[config.mk]
export PLATFORM = sky130hd
export DESIGN_NAME = leaf_nic_flat
export DESIGN_NICKNAME = d
export VERILOG_FILES = /design/src/rtl/leaf_nic_if.sv /design/src/rtl/leaf_nic.sv /design/src/flat_wrapper.sv
export SDC_FILE = /design/constraint.sdc
export NUM_CORES = 1
export LEC_CHECK = 0
export CELL_PAD_IN_SITES_DETAIL_PLACEMENT = 0
export CELL_PAD_IN_SITES_GLOBAL_PLACEMENT = 1
export CORE_MARGIN = 5
export CORE_UTILIZATION = 46
export DETAILED_ROUTE_END_ITERATION = 10
export PLACE_DENSITY = 0.89
export RECOVER_POWER = 25
export SYNTH_ARGS = -nofsm -noshare
export SYNTH_HDL_FRONTEND = slang
export SYNTH_SLANG_ARGS = --single-unit
export TNS_END_PERCENT = 1
[constraint.sdc]
create_clock -name clk -period 6.43 [get_ports clk]
set_input_delay 1.286 -clock clk [delete_from_list [all_inputs] [get_ports clk]]
set_output_delay 1.286 -clock clk [all_outputs]
set_load 0.05 [all_outputs]
[src/rtl/leaf_nic_if.sv]
// leaf_nic_if: handshake bundle between a leaf NIC, its synchronous core and
// the asynchronous tree router.
//   tx_valid/tx_ready/tx_data : core -> NIC packet stream (valid/ready)
//   out_req/out_ack/out_data  : NIC -> router 4-phase bundled-data channel
//   in_req/in_ack/in_data     : router -> NIC 4-phase bundled-data channel
//   rx_valid/rx_ready/rx_data : NIC -> core packet stream (valid/ready)
// slave is the NIC's view; master is the view of the core/router side.
interface leaf_nic_if #(
    parameter int WIDTH = 11
);
    logic             tx_valid;
    logic             tx_ready;
    logic [WIDTH-1:0] tx_data;
    logic             out_req;
    logic             out_ack;
    logic [WIDTH-1:0] out_data;
    logic             in_req;
    logic             in_ack;
    logic [WIDTH-1:0] in_data;
    logic             rx_valid;
    logic             rx_ready;
    logic [WIDTH-1:0] rx_data;

    modport slave (
        input  tx_valid, tx_data, out_ack, in_req, in_data, rx_ready,
        output tx_ready, out_req, out_data, in_ack, rx_valid, rx_data
    );

    modport master (
        output tx_valid, tx_data, out_ack, in_req, in_data, rx_ready,
        input  tx_ready, out_req, out_data, in_ack, rx_valid, rx_data
    );
endinterface

[src/rtl/leaf_nic.sv]
// leaf_nic: clocked network interface at a leaf of the asynchronous tree
// router. Core packets are queued in a TX FIFO and sent to the router as
// 4-phase bundled data; 4-phase packets from the router are captured into a
// single valid/ready output register. Packets pass through unmodified.
// Ports:
//   clk, rst_n : clock, asynchronous active-low reset
//   bus        : leaf_nic_if.slave (tx_*, out_*, in_*, rx_* handshakes)
//   tx_level   : TX FIFO occupancy
//   tx_cnt     : packets completed on out_* (wraps)
//   rx_cnt     : packets accepted on in_* (wraps)
module leaf_nic #(
    parameter int WIDTH       = 11,
    parameter int DEPTH       = 4,
    parameter int SYNC_STAGES = 2,
    parameter int CNT_W       = 16
) (
    input  logic                   clk,
    input  logic                   rst_n,
    leaf_nic_if.slave              bus,
    output logic [$clog2(DEPTH):0] tx_level,
    output logic [CNT_W-1:0]       tx_cnt,
    output logic [CNT_W-1:0]       rx_cnt
);
    localparam int PTR_W = $clog2(DEPTH);
    localparam int LVL_W = PTR_W + 1;

    typedef enum logic [1:0] {T_IDLE, T_REQ, T_REL} tx_state_t;
    typedef enum logic       {R_IDLE, R_ACK}        rx_state_t;

    // ---------------- TX FIFO ----------------
    logic [WIDTH-1:0] mem [DEPTH];
    logic [PTR_W-1:0] wr_ptr, rd_ptr;
    logic [LVL_W-1:0] level;
    logic             push, pop;

    // Ready comes only from registered occupancy, so a pop while full cannot
    // open the door for a push in the same cycle.
    assign bus.tx_ready = rst_n && (level != LVL_W'(DEPTH));
    assign push         = bus.tx_valid && bus.tx_ready;
    assign tx_level     = level;

    always_ff @(posedge clk) begin
        if (push) mem[wr_ptr] <= bus.tx_data;
    end

    always_ff @(posedge clk or negedge rst_n) begin
        if (!rst_n) begin
            wr_ptr <= '0;
            rd_ptr <= '0;
            level  <= '0;
        end else begin
            if (push) wr_ptr <= wr_ptr + PTR_W'(1);
            if (pop)  rd_ptr <= rd_ptr + PTR_W'(1);
            case ({push, pop})
                2'b10:   level <= level + LVL_W'(1);
                2'b01:   level <= level - LVL_W'(1);
                default: level <= level;
            endcase
        end
    end

    // ---------------- synchronizers ----------------
    logic [SYNC_STAGES-1:0] ack_sync, req_sync;
    logic                   ack_s, req_s;

    always_ff @(posedge clk or negedge rst_n) begin
        if (!rst_n) begin
            ack_sync <= '0;
            req_sync <= '0;
        end else begin
            ack_sync <= {ack_sync[SYNC_STAGES-2:0], bus.out_ack};
            req_sync <= {req_sync[SYNC_STAGES-2:0], bus.in_req};
        end
    end

    assign ack_s = ack_sync[SYNC_STAGES-1];
    assign req_s = req_sync[SYNC_STAGES-1];

    // ---------------- TX FSM ----------------
    tx_state_t        t_state, t_next;
    logic             out_req_q, out_req_d;
    logic [WIDTH-1:0] out_data_q, out_data_d;
    logic [CNT_W-1:0] tx_cnt_q, tx_cnt_d;

    always_ff @(posedge clk or negedge rst_n) begin
        if (!rst_n) begin
            t_state    <= T_IDLE;
            out_req_q  <= 1'b0;
            out_data_q <= '0;
            tx_cnt_q   <= '0;
        end else begin
            t_state    <= t_next;
            out_req_q  <= out_req_d;
            out_data_q <= out_data_d;
            tx_cnt_q   <= tx_cnt_d;
        end
    end

    // The FIFO head is popped on the ack edge but out_data stays registered,
    // so the bundle stays stable through the return-to-zero phase.
    always_comb begin
        t_next     = t_state;
        out_req_d  = out_req_q;
        out_data_d = out_data_q;
        tx_cnt_d   = tx_cnt_q;
        pop        = 1'b0;
        unique case (t_state)
            T_IDLE: if (level != '0) begin
                out_data_d = mem[rd_ptr];
                out_req_d  = 1'b1;
                t_next     = T_REQ;
            end
            T_REQ: if (ack_s) begin
                out_req_d = 1'b0;
                pop       = 1'b1;
                tx_cnt_d  = tx_cnt_q + CNT_W'(1);
                t_next    = T_REL;
            end
            T_REL: if (!ack_s) t_next = T_IDLE;
            default: t_next = T_IDLE;
        endcase
    end

    assign bus.out_req  = out_req_q;
    assign bus.out_data = out_data_q;
    assign tx_cnt       = tx_cnt_q;

    // ---------------- RX FSM ----------------
    rx_state_t        r_state, r_next;
    logic             in_ack_q, in_ack_d;
    logic             rx_valid_q, rx_valid_d;
    logic [WIDTH-1:0] rx_data_q, rx_data_d;
    logic [CNT_W-1:0] rx_cnt_q, rx_cnt_d;

    always_ff @(posedge clk or negedge rst_n) begin
        if (!rst_n) begin
            r_state    <= R_IDLE;
            in_ack_q   <= 1'b0;
            rx_valid_q <= 1'b0;
            rx_data_q  <= '0;
            rx_cnt_q   <= '0;
        end else begin
            r_state    <= r_next;
            in_ack_q   <= in_ack_d;
            rx_valid_q <= rx_valid_d;
            rx_data_q  <= rx_data_d;
            rx_cnt_q   <= rx_cnt_d;
        end
    end

    // Consumption clears rx_valid first; a capture on the same edge overrides
    // it, so the output register refills without a bubble.
    always_comb begin
        r_next     = r_state;
        in_ack_d   = in_ack_q;
        rx_valid_d = rx_valid_q;
        rx_data_d  = rx_data_q;
        rx_cnt_d   = rx_cnt_q;
        if (rx_valid_q && bus.rx_ready) rx_valid_d = 1'b0;
        unique case (r_state)
            R_IDLE: if (req_s && (!rx_valid_q || bus.rx_ready)) begin
                rx_data_d  = bus.in_data;
                rx_valid_d = 1'b1;
                in_ack_d   = 1'b1;
                rx_cnt_d   = rx_cnt_q + CNT_W'(1);
                r_next     = R_ACK;
            end
            R_ACK: if (!req_s) begin
                in_ack_d = 1'b0;
                r_next   = R_IDLE;
            end
            default: r_next = R_IDLE;
        endcase
    end

    assign bus.in_ack   = in_ack_q;
    assign bus.rx_valid = rx_valid_q;
    assign bus.rx_data  = rx_data_q;
    assign rx_cnt       = rx_cnt_q;
endmodule
[src/flat_wrapper.sv]
// flat-port wrapper written by rule: the top's interface ports become plain ports
module leaf_nic_flat 
#(
    parameter int WIDTH       = 11,
    parameter int DEPTH       = 4,
    parameter int SYNC_STAGES = 2,
    parameter int CNT_W       = 16
)
  (clk, rst_n, tx_level, tx_cnt, rx_cnt, bus_tx_valid, bus_tx_data, bus_out_ack, bus_in_req, bus_in_data, bus_rx_ready, bus_tx_ready, bus_out_req, bus_out_data, bus_in_ack, bus_rx_valid, bus_rx_data);
  leaf_nic_if #(.WIDTH(WIDTH)) bus_i ();
  input  logic clk;
  input  logic rst_n;
  output logic [$clog2(DEPTH):0] tx_level;
  output logic [CNT_W-1:0] tx_cnt;
  output logic [CNT_W-1:0] rx_cnt;
  input wire logic [$bits(bus_i.tx_valid)-1:0] bus_tx_valid;
  input wire logic [$bits(bus_i.tx_data)-1:0] bus_tx_data;
  input wire logic [$bits(bus_i.out_ack)-1:0] bus_out_ack;
  input wire logic [$bits(bus_i.in_req)-1:0] bus_in_req;
  input wire logic [$bits(bus_i.in_data)-1:0] bus_in_data;
  input wire logic [$bits(bus_i.rx_ready)-1:0] bus_rx_ready;
  output wire logic [$bits(bus_i.tx_ready)-1:0] bus_tx_ready;
  output wire logic [$bits(bus_i.out_req)-1:0] bus_out_req;
  output wire logic [$bits(bus_i.out_data)-1:0] bus_out_data;
  output wire logic [$bits(bus_i.in_ack)-1:0] bus_in_ack;
  output wire logic [$bits(bus_i.rx_valid)-1:0] bus_rx_valid;
  output wire logic [$bits(bus_i.rx_data)-1:0] bus_rx_data;
  assign bus_i.tx_valid = bus_tx_valid;
  assign bus_i.tx_data = bus_tx_data;
  assign bus_i.out_ack = bus_out_ack;
  assign bus_i.in_req = bus_in_req;
  assign bus_i.in_data = bus_in_data;
  assign bus_i.rx_ready = bus_rx_ready;
  assign bus_tx_ready = bus_i.tx_ready;
  assign bus_out_req = bus_i.out_req;
  assign bus_out_data = bus_i.out_data;
  assign bus_in_ack = bus_i.in_ack;
  assign bus_rx_valid = bus_i.rx_valid;
  assign bus_rx_data = bus_i.rx_data;
  leaf_nic #(.WIDTH(WIDTH), .DEPTH(DEPTH), .SYNC_STAGES(SYNC_STAGES), .CNT_W(CNT_W)) u_core (.clk(clk), .rst_n(rst_n), .bus(bus_i), .tx_level(tx_level), .tx_cnt(tx_cnt), .rx_cnt(rx_cnt));
endmodule
==> flow_metrics.tcl, run 1 <==
set metrics [dict create \
    status "finished, violations left" \
    violations "capacitance limit, slew limit" \
    post-cts-setup-buffers 0 \
    wl_mm 8.51 \
    power_mw 2.99 \
    crit_type "input pin to async pin" \
    fp.coreArea_um2 9730 \
    ys_seq_area_share_pct 68.0 \
    initial_core_util_pct 46.8 \
    dr_total_vias 2640 \
    fmax_ghz 0.227 \
    clk_pin_slew_ps 50 \
    required_ps 6140 \
    yosysWarnings 0 \
    critPathBufInv 2 \
    worstSkewPairLatency_ps 500 \
    antenna_left 0 \
    n_antenna_cell 0 \
    crit_cells 2 \
    grtUsageTotal_pct 15.7 \
    hold_viol_final 0 \
    synth_cells 284 \
    setup_ws_ps 2030 \
    finalSetupTns_ps 0 \
    grt_pass1_vias 2818 \
    nFillCells 736 \
    critPathLaunchType "input pin" \
    hpwl_mm 5.69 \
    viasPerCell 4.96 \
    fin_crit_ps 4400 \
    drt-initial-drc-count 58 \
    hold_end "u_core.req_sync[1]" \
    ys.flop_type "dfrtp_1" \
    antenna_found_initial 0 \
    hold_path_class "flip-flop to flip-flop" \
    crit_path_end_kind "async pin" \
    most-common-layout-cells "73 x clkdlybuf4s50_1, 71 x dfrtp_1, 44 x edfxtp_1, 25 x mux2_2, 23 x xnor2_1" \
    layout_commonest_cell "clkdlybuf4s50_1" \
    crit_arrival_ps 4110 \
    rsz0062_at_grt "no" \
    ctsResizeCount 0 \
    setup_viol 0 \
    cts.sinks 115 \
    rr_startpoint "u_core.tx_level[0]" \
    vdd_ir_drop_max_mv 0.277 \
    synth_edf_count 44 \
    numCtsBuffers 17 \
    synth.distinct_cells 35 \
    root_buffer "clkbuf_8" \
    num_io_pins 89 \
    die_h_um 109 \
    drv_cap 1 \
    dieArea_um2 12000 \
    crit_fanout 71 \
    reg2reg_to "u_core.tx_level[2]" \
    skew_ps 12.6 \
    rr_worst_depth 9 \
    cpPeakStageDelay_ps 2680 \
    fin_util_pct 63.2 \
    grt-ovfl-total 0 \
    rows 36 \
    cts_tree "yes" \
    syn_avg_cell_area_um2 16.0 \
    areaGrowthSynthToFinish_pct 35.0 \
    relSlewSlack_pct -157 \
    ff2ff_setup_slack_ps 4020 \
    grt_pass1_wl_mm 14.1 \
    final_max_slew_viol_count 72 \
    drive_gt1_share_pct 18.0 \
    min_path_cells 0 \
    gp_congestion 0.781 \
    fp.dieW_um 109 \
    synthArstFlopShare_pct 61.7 \
    cpMaxStageDelayCell "clkbuf_1" \
    grt_max_degree 72 \
    synth_seq_cells 115 \
    route.detailed.drc 0 \
    finalCritPeriodShare_pct 68.5 \
    clockBufferDepth 2 \
    wl_per_cell_um 16.0 \
    syn_area_um2 4550 \
    nets 422 \
    drt-pass1-iter-count 4 \
    power_density_nw_per_um2 487 \
    cts_hold_buf 0 \
    syn_nets 320 \
    hold_start "u_core.req_sync[0]" \
    cp_top_family "buffers and inverters" \
    leakage_nw 2.41 \
    tightest_slew_ps 3850 \
    io_buffers 88 \
    place_ws_ps 2450 \
    crit_chain "buf_4, clkbuf_1" \
    cts_max_level 4 \
]
[worst max-delay path by stage]
| stage | start | endpoint | slack (ps) |
|---|---|---|---|
| after CTS | rst_n | bus_tx_ready | 2430 |
| after detailed placement | rst_n | bus_tx_ready | 2450 |
| after global placement | rst_n | bus_tx_ready | 2510 |
| after global routing | rst_n | u_core.bus.rx_valid | 1160 |
| after floorplan | rst_n | u_core.tx_level[2] | 2410 |
| final | rst_n | u_core.req_sync[1] | 2030 |
[worst reg2reg max path: cells and delay by family, from the launching register on]
family / cells / cell delay (ps)
AND/OR/NAND/NOR: 3 / 470
XOR/XNOR: 2 / 280
buffers and inverters: 1 / 60
flip-flops: 1 / 460
AO/OA/AOI/OAI: 1 / 480
adder cells (fa/ha/maj): 2 / 590
[power breakdown]
part | leakage [nW] | switching, mW | internal [mW]
clock network | 0.286 | 0.328 | 0.599
registers | 1.25 | 0.155 | 0.922
logic | 0.873 | 0.583 | 0.404
total | 2.41 | 1.07 | 1.93
[synthesized netlist by cell type (3+ instances only)]
| cell type | number | area (µm²) |
|---|---|---|
| nor3_1 | 4 | 20.0 |
| edfxtp_1 | 44 | 1320 |
| o21ai_0 | 3 | 15.0 |
| xnor2_1 | 23 | 201 |
| mux4_2 | 11 | 248 |
| dfrtp_1 | 71 | 1780 |
| nor2_1 | 7 | 26.3 |
| nand3_1 | 8 | 40.0 |
| xor2_1 | 13 | 114 |
| nand2_1 | 19 | 71.3 |
| ha_1 | 7 | 87.6 |
| buf_2 | 3 | 15.0 |
| and3_1 | 7 | 43.8 |
| nand4_1 | 6 | 37.5 |
| inv_1 | 8 | 30.0 |
| mux2_2 | 25 | 282 |
| nor4_1 | 4 | 25.0 |
[cell type report]
| cell class | count | area [µm²] | share of cell area [%] |
|---|---|---|---|
| clock inverters | 13 | 159 | 2.58 |
| flip-flops and latches | 115 | 3100 | 50.4 |
| repair buffers | 89 | 882 | 14.3 |
| multi-input cells | 155 | 1380 | 22.5 |
| clock buffers | 19 | 432 | 7.02 |
| inverters | 8 | 30.0 | 0.488 |
| well taps | 133 | 166 | 2.71 |
[through the flow]
| step | hold WS, ps | area [µm²] | instances |
|---|---|---|---|
| after floorplan | 331 | 4550 | 284 |
| after global placement | 336 | 5570 | 500 |
| after detailed placement | 335 | 5570 | 500 |
| after CTS | 347 | 6160 | 532 |
| after global routing | 356 | 6150 | 532 |
| final | 347 | 6150 | 532 |
[logic make-up after synthesis]
| group | count (synthesis) | share of synthesized area, % |
|---|---|---|
| DFF | 115 | 68.0 |
| and+or+nand+nor | 69 | 8.88 |
| xor gates and xnor gates | 36 | 6.92 |
| muxes | 36 | 11.6 |
| buffers and inverters | 14 | 1.40 |
| adders and majority gates | 8 | 2.36 |
| AOI/OAI and AO/OA | 6 | 0.769 |
[registers in the layout (all words and copies together), names as in the netlist]
name and flops:
u_core.tx_cnt 16, u_core.ack_sync 2, u_core.mem 44, u_core.r_state 1
u_core.rx_cnt 16, u_core.bus.in_ack 1, u_core.bus.rx_data 11, u_core.bus.rx_valid 1
u_core.tx_level 3, u_core.bus.out_data 11, u_core.req_sync 2, u_core.t_state 2
u_core.wr_ptr 2, u_core.rd_ptr 2, u_core.bus.out_req 1
[metal layers]
| layer | track usage, % | up-vias | part of all wire, % | routed length (µm) |
|---|---|---|---|---|
| li1 | - | 1232 | - | - |
| met1 | 19.2 | 1323 | 41 | 3520 |
| met2 | 26.6 | 72 | 52 | 4400 |
| met3 | 4.35 | 13 | 5.3 | 455 |
| met4 | 5.70 | 0 | 1.4 | 123 |
| met5 | 0 | - | 0 | 0 |
Note: power is estimated with default switching activity, not from simulation.
==> run 2, diff against run 1 <==
--- a/config.mk
+++ b/config.mk
@@ -8,9 +8,9 @@
 export CELL_PAD_IN_SITES_DETAIL_PLACEMENT = 0
 export CELL_PAD_IN_SITES_GLOBAL_PLACEMENT = 1
 export CORE_MARGIN = 5
-export CORE_UTILIZATION = 46
+export CORE_UTILIZATION = 42
 export DETAILED_ROUTE_END_ITERATION = 10
-export PLACE_DENSITY = 0.89
+export PLACE_DENSITY = 0.82
 export RECOVER_POWER = 25
 export SYNTH_ARGS = -nofsm -noshare
 export SYNTH_HDL_FRONTEND = slang
==> constraint.sdc (replaced) <==
create_clock -name clk -period 4.3 [get_ports clk]
set_input_delay 0.86 -clock clk [delete_from_list [all_inputs] [get_ports clk]]
set_output_delay 0.86 -clock clk [all_outputs]
set_load 0.05 [all_outputs]
==> flow_metrics.tcl, run 2 (synthesized netlist as in run 1, its figures left out) <==
set metrics [dict create \
    status "finished clean" \
    cpMaxStageDelayCell "clkdlybuf4s50_1" \
    hpwl_mm 5.88 \
    gp_congestion 0.718 \
    worstSkewPairLatency_ps 500 \
    hold_viol_final 0 \
    layout_commonest_cell "clkdlybuf4s50_1" \
    grt-ovfl-total 0 \
    fin_crit_ps 3300 \
    vdd_ir_drop_max_mv 0.445 \
    clockBufferDepth 2 \
    rows 38 \
    cpPeakStageDelay_ps 910 \
    viasPerCell 4.82 \
    numCtsBuffers 17 \
    p_sw_share_pct 37.8 \
    grt_pass1_vias 2860 \
    fin_util_pct 57.0 \
    p_int_mw 2.71 \
    antenna_left 0 \
    finalSetupTns_ps 0 \
    tightest_slew_ps 1470 \
    nets 423 \
    drt-pass1-iter-count 5 \
    leakage_nw 2.39 \
    crit_type "input pin to output pin" \
    finalCritPeriodShare_pct 76.8 \
    most-common-layout-cells "73 x clkdlybuf4s50_1, 71 x dfrtp_1, 44 x edfxtp_1, 25 x mux2_2, 23 x xnor2_1" \
    post-cts-setup-buffers 0 \
    setup_ws_ps 999 \
    p_sw_mw 1.65 \
    largest-register "u_core.mem" \
    die_h_um 114 \
    crit_fanout 13 \
    critPathLaunchType "input pin" \
    fmax_ghz 0.303 \
    final_area_um2 6120 \
    final_max_slew_viol_count 0 \
    fp.dieW_um 114 \
    skew_ps 9.56 \
    route.detailed.drc 0 \
    dpl_cell_area_um2 5590 \
    io_buffers 88 \
    crit_arrival_ps 2440 \
    cts.sinks 115 \
    setup_viol 0 \
    antenna_found_initial 0 \
    hold_path_class "input pin to async pin" \
    power_density_nw_per_um2 713 \
    areaGrowthSynthToFinish_pct 34.5 \
    cts_max_level 4 \
    grt_max_degree 61 \
    drt-initial-drc-count 143 \
    largest_register_ffs 44 \
    root_buffer "clkbuf_8" \
    fp.coreArea_um2 10700 \
    drv_cap 0 \
    cts_tree "yes" \
    pwr-share-comb_pct 33.9 \
    required_ps 3440 \
    drive_gt1_share_pct 19.0 \
    dr_total_vias 2603 \
    grt_pass1_wl_mm 14.6 \
    wl_per_cell_um 15.8 \
    rsz0062_at_grt "no" \
    initial_core_util_pct 42.4 \
    clock_power_share_pct 29.2 \
    clk_pin_slew_ps 60 \
    ff2ff_setup_slack_ps 1930 \
    cts_hold_buf 0 \
    place_ws_ps 997 \
    crit_chain "buf_4, a21boi_0, clkdlybuf4s50_1" \
    crit_path_end_kind "output pin" \
    ctsResizeCount 0 \
    grtUsageTotal_pct 14.4 \
    holdWs_ps 196 \
    p_seq_share_pct 36.9 \
    relSlewSlack_pct 1.98 \
    dieArea_um2 13000 \
    wl_mm 8.55 \
    n_antenna_cell 0 \
    num_io_pins 89 \
]
run 2: critical path, delay by kind of cell:
family	cells	cell delay [ps]
buffers and inverters	2	1100
AO/OA/AOI/OAI	1	470
run 2: area by class of cell:
class,count,area (µm²)
clock buffers,17,414
repair buffers,90,891
clock inverters,15,135
inverters,8,30.0
multi-input cells,155,1380
fillers,899,4620
well taps,140,175
flip-flops and latches,115,3100
run 2: metrics by stage:
| stage | power (mW) | instances |
|---|---|---|
| finish | 4.37 | 540 |
| global route | 4.60 | 540 |
| detailed placement | 3.14 | 508 |
| floorplan | 2.63 | 284 |
| global placement | 3.10 | 508 |
| CTS | 4.43 | 540 |
run 2: final timing paths:
kind	endpoint	depth (start not counted)	start
min in group clk	u_core.req_sync[1]	0	u_core.req_sync[0]
hold / removal	u_core.rx_cnt[11]	1	rst_n
hold reg to reg	u_core.req_sync[1]	0	u_core.req_sync[0]
max in group asynchronous	u_core.bus.out_data[2]	2	rst_n
setup / recovery	bus_tx_ready	3	rst_n
setup reg to reg	u_core.tx_level[2]	9	u_core.tx_level[0]
run 2: per-layer routing:
metal | part of all wire [%] | track usage, % | vias to the layer above
li1 | - | - | 1239
met2 | 50 | 22.7 | 71
met3 | 5.7 | 4.97 | 2
met4 | 0.63 | 5.46 | 0
met1 | 44 | 18.6 | 1291
met5 | 0 | 0 | -
run 2: power by group through the flow:
stage	combinational, mW	sequential [mW]	clock (mW)
final	1.48	1.61	1.27
after global routing	1.57	1.66	1.37
after CTS	1.51	1.62	1.30
after detailed placement	1.50	1.64	0
after global placement	1.48	1.62	0
after floorplan	0.542	2.08	0
==> run 3, diff against run 2 <==
--- a/config.mk
+++ b/config.mk
@@ -8,9 +8,9 @@
 export CELL_PAD_IN_SITES_DETAIL_PLACEMENT = 0
 export CELL_PAD_IN_SITES_GLOBAL_PLACEMENT = 1
 export CORE_MARGIN = 5
-export CORE_UTILIZATION = 42
+export CORE_UTILIZATION = 38
 export DETAILED_ROUTE_END_ITERATION = 10
-export PLACE_DENSITY = 0.82
+export PLACE_DENSITY = 0.79
 export RECOVER_POWER = 25
 export SYNTH_ARGS = -nofsm -noshare
 export SYNTH_HDL_FRONTEND = slang
==> constraint.sdc (replaced) <==
create_clock -name clk -period 3 [get_ports clk]
set_input_delay 0.6 -clock clk [delete_from_list [all_inputs] [get_ports clk]]
set_output_delay 0.6 -clock clk [all_outputs]
set_load 0.05 [all_outputs]
==> flow_metrics.tcl, run 3 (synthesized netlist as in run 1, its figures left out) <==
set metrics [dict create \
    wl_mm 8.76 \
    cpPeakStageDelay_ps 860 \
    power_mw 6.30 \
    critPathLaunchType "flip-flop" \
    rows 40 \
    cts_hold_buf 0 \
    crit_path_end_kind "output pin" \
    cts_max_level 4 \
    crit_arrival_ps 1710 \
    root_buffer "clkbuf_16" \
    ff2ff_setup_slack_ps 790 \
    initial_core_util_pct 38.4 \
    hold_path_class "flip-flop to flip-flop" \
    status "finished, violations left" \
    route.detailed.drc 0 \
    fp.coreArea_um2 11900 \
    die_h_um 119 \
    crit_type "flip-flop to output pin" \
    grtUsageTotal_pct 13.4 \
    leakage_nw 2.41 \
    dr_total_vias 2650 \
    setup_viol 0 \
    vdd_ir_drop_max_mv 0.378 \
    ctsResizeCount 0 \
    violations "capacitance limit, slew limit" \
    relSlewSlack_pct -11.7 \
    grt-ovfl-total 0 \
    largest_register_ffs 44 \
    wl_per_cell_um 15.9 \
    viasPerCell 4.82 \
    finalSetupTns_ps 0 \
    skew_ps 6.70 \
    dpl_cell_area_um2 5630 \
    nFillCells 1020 \
    hold_viol_final 0 \
    drv_cap 1 \
    tightest_slew_ps 1680 \
    hpwl_mm 6.12 \
    power_density_nw_per_um2 1020 \
    grt_pass1_wl_mm 14.6 \
    worstSkewPairLatency_ps 400 \
    cp_top_family "buffers and inverters" \
    fp.dieW_um 119 \
    cts.sinks 115 \
    fmax_ghz 0.432 \
    final_area_um2 6180 \
    largest-register "u_core.mem" \
    finalCritPeriodShare_pct 77.1 \
    n_antenna_cell 0 \
    antenna_found_initial 0 \
    numCtsBuffers 17 \
    cts_tree "yes" \
    nets 426 \
    crit_fanout 6 \
    num_io_pins 89 \
    clockBufferDepth 2 \
    most-common-layout-cells "74 x clkdlybuf4s50_1, 71 x dfrtp_1, 44 x edfxtp_1, 25 x mux2_2, 23 x xnor2_1" \
    cpMaxStageDelayCell "clkdlybuf4s50_1" \
    layout_commonest_cell "clkdlybuf4s50_1" \
    dieArea_um2 14300 \
    grt_max_degree 42 \
    critPathBufInv 1 \
    drt-initial-drc-count 174 \
    post-cts-setup-buffers 0 \
    drt-pass1-iter-count 4 \
    clk_pin_slew_ps 50 \
    antenna_left 0 \
    io_buffers 88 \
    final_max_slew_viol_count 32 \
    areaGrowthSynthToFinish_pct 35.8 \
    fin_crit_ps 2310 \
    rsz0062_at_grt "no" \
    required_ps 2400 \
    drive_gt1_share_pct 19.9 \
    grt_pass1_vias 2771 \
    crit_chain "clkdlybuf4s50_1" \
    gp_congestion 0.726 \
]
run 3: changes by cell type in the layout (fill, tap and decap cells not counted), sizes merged:
cell,change
inv,-9
buf,+4
clkbuf,+3
clkinv,+3
clkinvlp,+2
dlygate4sd3,-2
bufinv,+1
clkdlybuf4s50,+1
run 3: per-layer routing:
metal	vias to the layer above	part of all wire (%)	track usage, %
met4	0	1.7	6.01
met5	-	0	0
met2	75	47	19.9
met1	1319	46	17.6
li1	1242	-	-
met3	14	5.2	4.65
run 3: through the flow:
stage / cells / hold WS [ps] / utilization, % / setup slack (ps)
floorplan: 284 / 304 / - / 249
global placement: 518 / 335 / 47.5 / 590
detailed placement: 518 / 337 / 47.5 / 570
finish: 550 / 349 / 52.1 / 686
CTS: 550 / 277 / 52.2 / 649
global route: 550 / 362 / 52.1 / 436
run 3: area by class of cell:
type                            instances  area (µm²)  share of cell area [%]
Sequential cell                       115        3100                    50.1
Clock buffer                           20         447                    7.22
Clock inverter                         12         109                    1.76
Inverter                                8        30.0                   0.486
Tap cell                              147         184                    2.97
Timing Repair Buffer                   93         922                    14.9
Multi-Input combinational cell        155        1400                    22.6
run 3: final timing paths:
kind                                         start                      to  cells past startpoint
worst max register to register  u_core.tx_level[0]      u_core.tx_level[2]                      9
max in group asynchronous                    rst_n  u_core.bus.out_data[5]                      3
worst min register to register  u_core.req_sync[0]      u_core.req_sync[1]                      0
worst max-delay path              u_core.rx_cnt[2]               rx_cnt[2]                      1
worst min-delay path            u_core.req_sync[0]      u_core.req_sync[1]                      0
min in group asynchronous                    rst_n     u_core.bus.rx_valid                      2
run 3: worst reg2reg max path, stage by stage (launching register included):
cell and delay, ps:
dfrtp_1 460, nor2_1 100, a21boi_2 290, and2_1 240, inv_1 60, ha_1 220
fa_1 380, xnor2_1 130, nor2_1 110, xor2_1 150
run 3: where the power goes:
group | leakage (nW) | switching, mW | internal, mW
Combinational | 0.907 | 1.27 | 0.888
Clock | 0.258 | 0.682 | 1.16
Sequential | 1.25 | 0.334 | 1.98
Total | 2.41 | 2.28 | 4.02
==> patch 1: new RTL, config.mk and constraints of run 1 <==
Register the output `tx_cnt` once more, cleared by the reset; this adds one clock of latency there. The other outputs are not delayed to match.
--- a/src/rtl/leaf_nic.sv
+++ b/src/rtl/leaf_nic.sv
@@ -125,3 +125,9 @@
     assign bus.out_data = out_data_q;
-    assign tx_cnt       = tx_cnt_q;
+    always_ff @(posedge clk or negedge rst_n) begin
+        if (!rst_n) begin
+            tx_cnt <= '0;
+        end else begin
+            tx_cnt <= tx_cnt_q;
+        end
+    end
 
Behaviour: not the same (Yosys sat finds a counterexample within 4 cycles, from zero or initial values and one cycle with rst_n low).
==> patch 1 against run 1 <==
Die area rose by 9.4%; worst setup slack gained 0.17 ns; power is 1.9% higher; routed wire length rose by 5.7%; area after synthesis increased by 10%; sequential power increased by 10%; final area is 6.8% higher; sequential cell count increased by 16.
==> patch 1: results (changes against run 1) <==
Routing
  • Drt via density: 4.99 (was 4.96)
  • M1 wire length: 3980 um (was 3520 um)
  • Metal2 WL: 4400 um (about the same)
  • Routed vias: 2778 (was 2640)

Global route
  • Met2 Usage GRT: 23.4% (was 26.6%)
  • Vias in the first global route: 2984 (was 2818)
  • GRT Overall Usage: 14.7% (was 15.7%)
  • Initial antenna violation count: 1 (was 0)
  • Met3 Usage GRT: 4.55% (was 4.35%)
  • Largest net degree at the start of global routing: 56 (was 72)
  • Met1 global-route usage: 19.1% (was 19.2%)

Place
  • Dpl hpwl: 6110 um (was 5690 um)
  • Placed cells: 525 (was 500)

Logic synthesis
  • Async S/R FF share, synth: 66.4% (was 61.7%)
  • Most instantiated cells after synthesis: 87 x dfrtp_1, 44 x edfxtp_1, 25 x xnor2_1, 20 x nand2_1, 15 x mux2_1 (was 71 x dfrtp_1, 44 x edfxtp_1, 25 x mux2_2, 23 x xnor2_1, 19 x nand2_1)
  • Syn nets: 337 (was 320)
  • Mean area per synthesized cell: 16.7 um2 (was 16.0 um2)
  • Seq/Total Area, Yosys: 69.6% (was 68.0%)
  • Cell variety after synth: 36 (was 35)

Finish
  • NumNets Final: 440 (was 422)
  • Share of layout cells above drive strength 1: 13.7% (was 18.0%)

Status
  • Outcome: finished, final reports clean (was finished with violations)

Setup path
  • CP Data Arrival Time: 2.95 ns (was 4.11 ns)
  • R2R setup slack: 4.20 ns (was 4.02 ns)
  • Critical Path Slowest Stage Cell: clkdlybuf4s50_1 (was clkbuf_1)
  • CP max FO: 34 (was 71)

STA
  • Relative slew slack: 47.0% (was -157%)
  • Clock Skew: 0.00989 ns (was 0.0126 ns)
  • Tmin final: 4.24 ns (was 4.40 ns)

Power and ir drop
  • Pleak: 0.00267 uW (was 0.00241 uW)
  • Sw frac: 34.1% (was 35.6%)
[patch 1: changes by cell type in the layout (fill, tap and decap cells not counted), moves of 8 or more]
cell             change
dlygate4sd3_1        -8
dfrtp_1             +16
clkdlybuf4s50_1      +8
mux2_1              +15
mux2_2              -23
mux2_4               +8
[patch 1: how the worst min path moves through the flow]
stage / from / end / slack, ns
4_1_cts: u_core.ack_sync[0] / u_core.ack_sync[1] / 0.35
3_3_place_gp: u_core.ack_sync[0] / u_core.ack_sync[1] / 0.34
2_1_floorplan: u_core.ack_sync[0] / u_core.ack_sync[1] / 0.33
3_5_place_dp: u_core.ack_sync[0] / u_core.ack_sync[1] / 0.34
5_1_grt: u_core.req_sync[0] / u_core.req_sync[1] / 0.37
6_report: u_core.ack_sync[0] / u_core.ack_sync[1] / 0.35
[patch 1: kinds of logic after synthesis]
group                    count (synthesis)  synth area share [%]
AO/OA/AOI/OAI                            4                 0.498
XOR/XNOR                                36                  6.27
adder cells (fa/ha/maj)                  8                  2.14
buffers and inverters                   12                  1.34
flip-flops                             131                  69.6
multiplexers                            36                  11.1
AND/OR/NAND/NOR                         74                  8.99
[patch 1: layout make-up]
class / instances / area, um2 / area share (%)
Clock buffer: 28 / 505 / 7.70
Clock inverter: 4 / 47.5 / 0.724
Sequential cell: 131 / 3500 / 53.3
Multi-Input combinational cell: 158 / 1430 / 21.7
Inverter: 7 / 27.5 / 0.419
Timing Repair Buffer: 89 / 886 / 13.5
Tap cell: 140 / 175 / 2.67
[patch 1: power by group through the flow]
| stage | sequential, uW | combinational [uW] | clock (uW) |
|---|---|---|---|
| floorplan | 1500 | 392 | 0 |
| detailed placement | 1210 | 998 | 0 |
| CTS | 1200 | 999 | 896 |
| global placement | 1200 | 976 | 0 |
| global route | 1220 | 1040 | 934 |
| finish | 1190 | 979 | 879 |
==> patch 2: new RTL, flow settings as in run 1 <==
Made on the original files. `CNT_W` is set to 16 in 2 places; all go to 18.
--- a/src/rtl/leaf_nic.sv
+++ b/src/rtl/leaf_nic.sv
@@ -14,3 +14,3 @@
     parameter int SYNC_STAGES = 2,
-    parameter int CNT_W       = 16
+    parameter int CNT_W       = 18
 ) (
--- a/src/flat_wrapper.sv
+++ b/src/flat_wrapper.sv
@@ -6,3 +6,3 @@
     parameter int SYNC_STAGES = 2,
-    parameter int CNT_W       = 16
+    parameter int CNT_W       = 18
 )
Ports: changed (resized rx_cnt and tx_cnt); port bits go from 89 to 93. The function was not compared with the original's and may differ.
==> patch 2 against run 1 <==
Highest routed layer unchanged; power shrank 2.8%; worst setup slack gained 0.47 ns; sequential cell count grew 4; final area grew 3.6%; area after synthesis grew 5.2%; routed wire length grew 9.6%; hold slack gained 0.0050 ns; clock power shrank 7.0%; largest cell class unchanged; combinational power shrank 3.2%.
==> patch 2: results (changes against run 1) <==
STA
  • Tightest Pin Transition: 0.962 ns (was 3.85 ns)
  • Clock Skew: 0.00810 ns (was 0.0126 ns)

Global route
  • Initial antenna violation count: 0 (unchanged)
  • Largest net degree at the start of global routing: 76 (was 72)
  • First-pass GRT wire length: 15700 um (was 14100 um)
  • GRT Overall Usage: 15.8% (was 15.7%)
  • Vias in the first global route: 3105 (was 2818)

Finish
  • Share of layout cells above drive strength 1: 13.1% (was 18.0%)
  • Max reg flops: 44 (unchanged)
  • NumNets Final: 465 (was 422)
  • # diodes: 0 (unchanged)
  • Filler cells: 807 (was 736)

Logic synthesis
  • Largest cells by area after synthesis: dfrtp_1 39%, edfxtp_1 28%, xnor2_1 5.9%, nand2_1 4.3%, mux4_2 4.2% (was dfrtp_1 39%, edfxtp_1 29%, mux2_2 6.2%, mux4_2 5.4%, xnor2_1 4.4%)
  • Cell variety after synth: 35 (unchanged)
  • Gate Count Post-Synth: 324 (was 284)
  • Syn nets: 360 (was 320)
  • Most instantiated cells after synthesis: 75 x dfrtp_1, 55 x nand2_1, 44 x edfxtp_1, 32 x xnor2_1, 15 x nand3_1 (was 71 x dfrtp_1, 44 x edfxtp_1, 25 x mux2_2, 23 x xnor2_1, 19 x nand2_1)
  • Seq/Total Area, Yosys: 66.8% (was 68.0%)
  • Async S/R FF share, synth: 63.0% (was 61.7%)
  • Post-synth EDFFs: 44 (unchanged)
  • Ys flop type: dfrtp_1 (unchanged)
  • Yosys warnings: 0 (unchanged)

Routing
  • DR iter-0 viols: 120 (was 58)
  • Met3 routed WL: 449 um (was 455 um)
  • Metal2 WL: 4870 um (was 4400 um)
  • DR pass1 iterations: 4 (unchanged)
  • Drt via density: 4.97 (was 4.96)
  • M1 wire length: 3940 um (was 3520 um)
  • Wire per inst: 16.1 um (was 16.0 um)
  • Routed vias: 2875 (was 2640)

CTS
  • CTS Buf Count: 17 (unchanged)
  • CTS Root Cell: clkbuf_8 (unchanged)
  • H-Tree Depth: 4 (unchanged)
  • CTS Buffer Depth: 2 (unchanged)
  • Clock slew at reported path FFs: 0.06 ns
  • Setup Fix Bufs, Post-CTS: 0 (unchanged)
  • Worst skew pair latency: 0.51 ns

Power and ir drop
  • Cell Pwr Density: 457 nW/um2 (was 487 nW/um2)
  • Combinational power: 956 uW (was 988 uW)
  • Pleak: 0.00265 uW (was 0.00241 uW)
  • Worst ir drop on vdd: 0.299 mV (was 0.277 mV)
  • Flop pwr share: 37.5% (was 36.0%)
  • Int Pwr: 1830 uW (was 1930 uW)

Setup path
  • CP max FO: 6 (was 71)
  • Crit path launch type: input pin (unchanged)
  • Critical Path Slowest Stage Cell: clkdlybuf4s50_1 (was clkbuf_1)
  • Max incr delay on CP: 0.89 ns (was 2.68 ns)
  • Critical Path Start: rst_n (unchanged)

Place
  • GPL Wtd Cong: 0.769 (was 0.781)
  • Placed cells: 546 (was 500)
  • Dpl hpwl: 6200 um (was 5690 um)
  • Port Buffers: 92 (was 88)

Status
  • Outcome: finished, final reports clean (was finished with violations)

Die
  • Initial Util: 46.8% (about the same)
## patch 2: worst max-delay path, delay by kind of cell
kind	cells	cell delay, ns
AO/OA/AOI/OAI	1	0.33
buffers and inverters	3	1.02
## patch 2: metal layers
| layer | vias up | GRT usage [%] |
|---|---|---|
| li1 | 1352 | - |
| met1 | 1450 | 19.3 |
| met2 | 67 | 27.1 |
| met3 | 6 | 5.23 |
| met4 | 0 | 4.41 |
| met5 | - | 0 |
## patch 2: final timing paths
kind                                          end  slack, ns  cells after the start
min in group asynchronous  u_core.bus.out_data[4]       1.04                      2
hold reg to reg                u_core.req_sync[1]       0.35                      0
hold / removal                 u_core.req_sync[1]       0.35                      0
max in group asynchronous       u_core.rx_cnt[16]       4.76                      2
setup reg to reg               u_core.tx_level[2]       4.23                     10
setup / recovery                     bus_tx_ready       2.50                      4
## patch 2: cells by family (layout without fill, tap and decap cells)
| family | Yosys count | count (layout) | synth area share (%) |
|---|---|---|---|
| AO/OA/AOI/OAI | 5 | 5 | 0.601 |
| XOR/XNOR | 40 | 40 | 7.32 |
| adder cells (fa/ha/maj) | 8 | 8 | 2.25 |
| buffers and inverters | 17 | 135 | 2.06 |
| flip-flops | 119 | 119 | 66.8 |
| multiplexers | 24 | 24 | 8.99 |
| AND/OR/NAND/NOR | 111 | 111 | 12.0 |
## patch 2: layout make-up
class,count,share of cell area (%)
flip-flops and latches,119,50.2
inverters,10,0.590
well taps,136,2.67
repair buffers,93,14.5
clock buffers,17,6.51
clock inverters,15,2.12
multi-input cells,188,23.3
## patch 2: stage by stage
step	setup slack, ns	area, um2	hold WS [ns]
floorplan	2.91	4790	0.331
global placement	2.59	5820	0.335
detailed placement	2.54	5820	0.337
CTS	2.52	6370	0.354
global route	2.40	6370	0.368
finish	2.50	6370	0.352
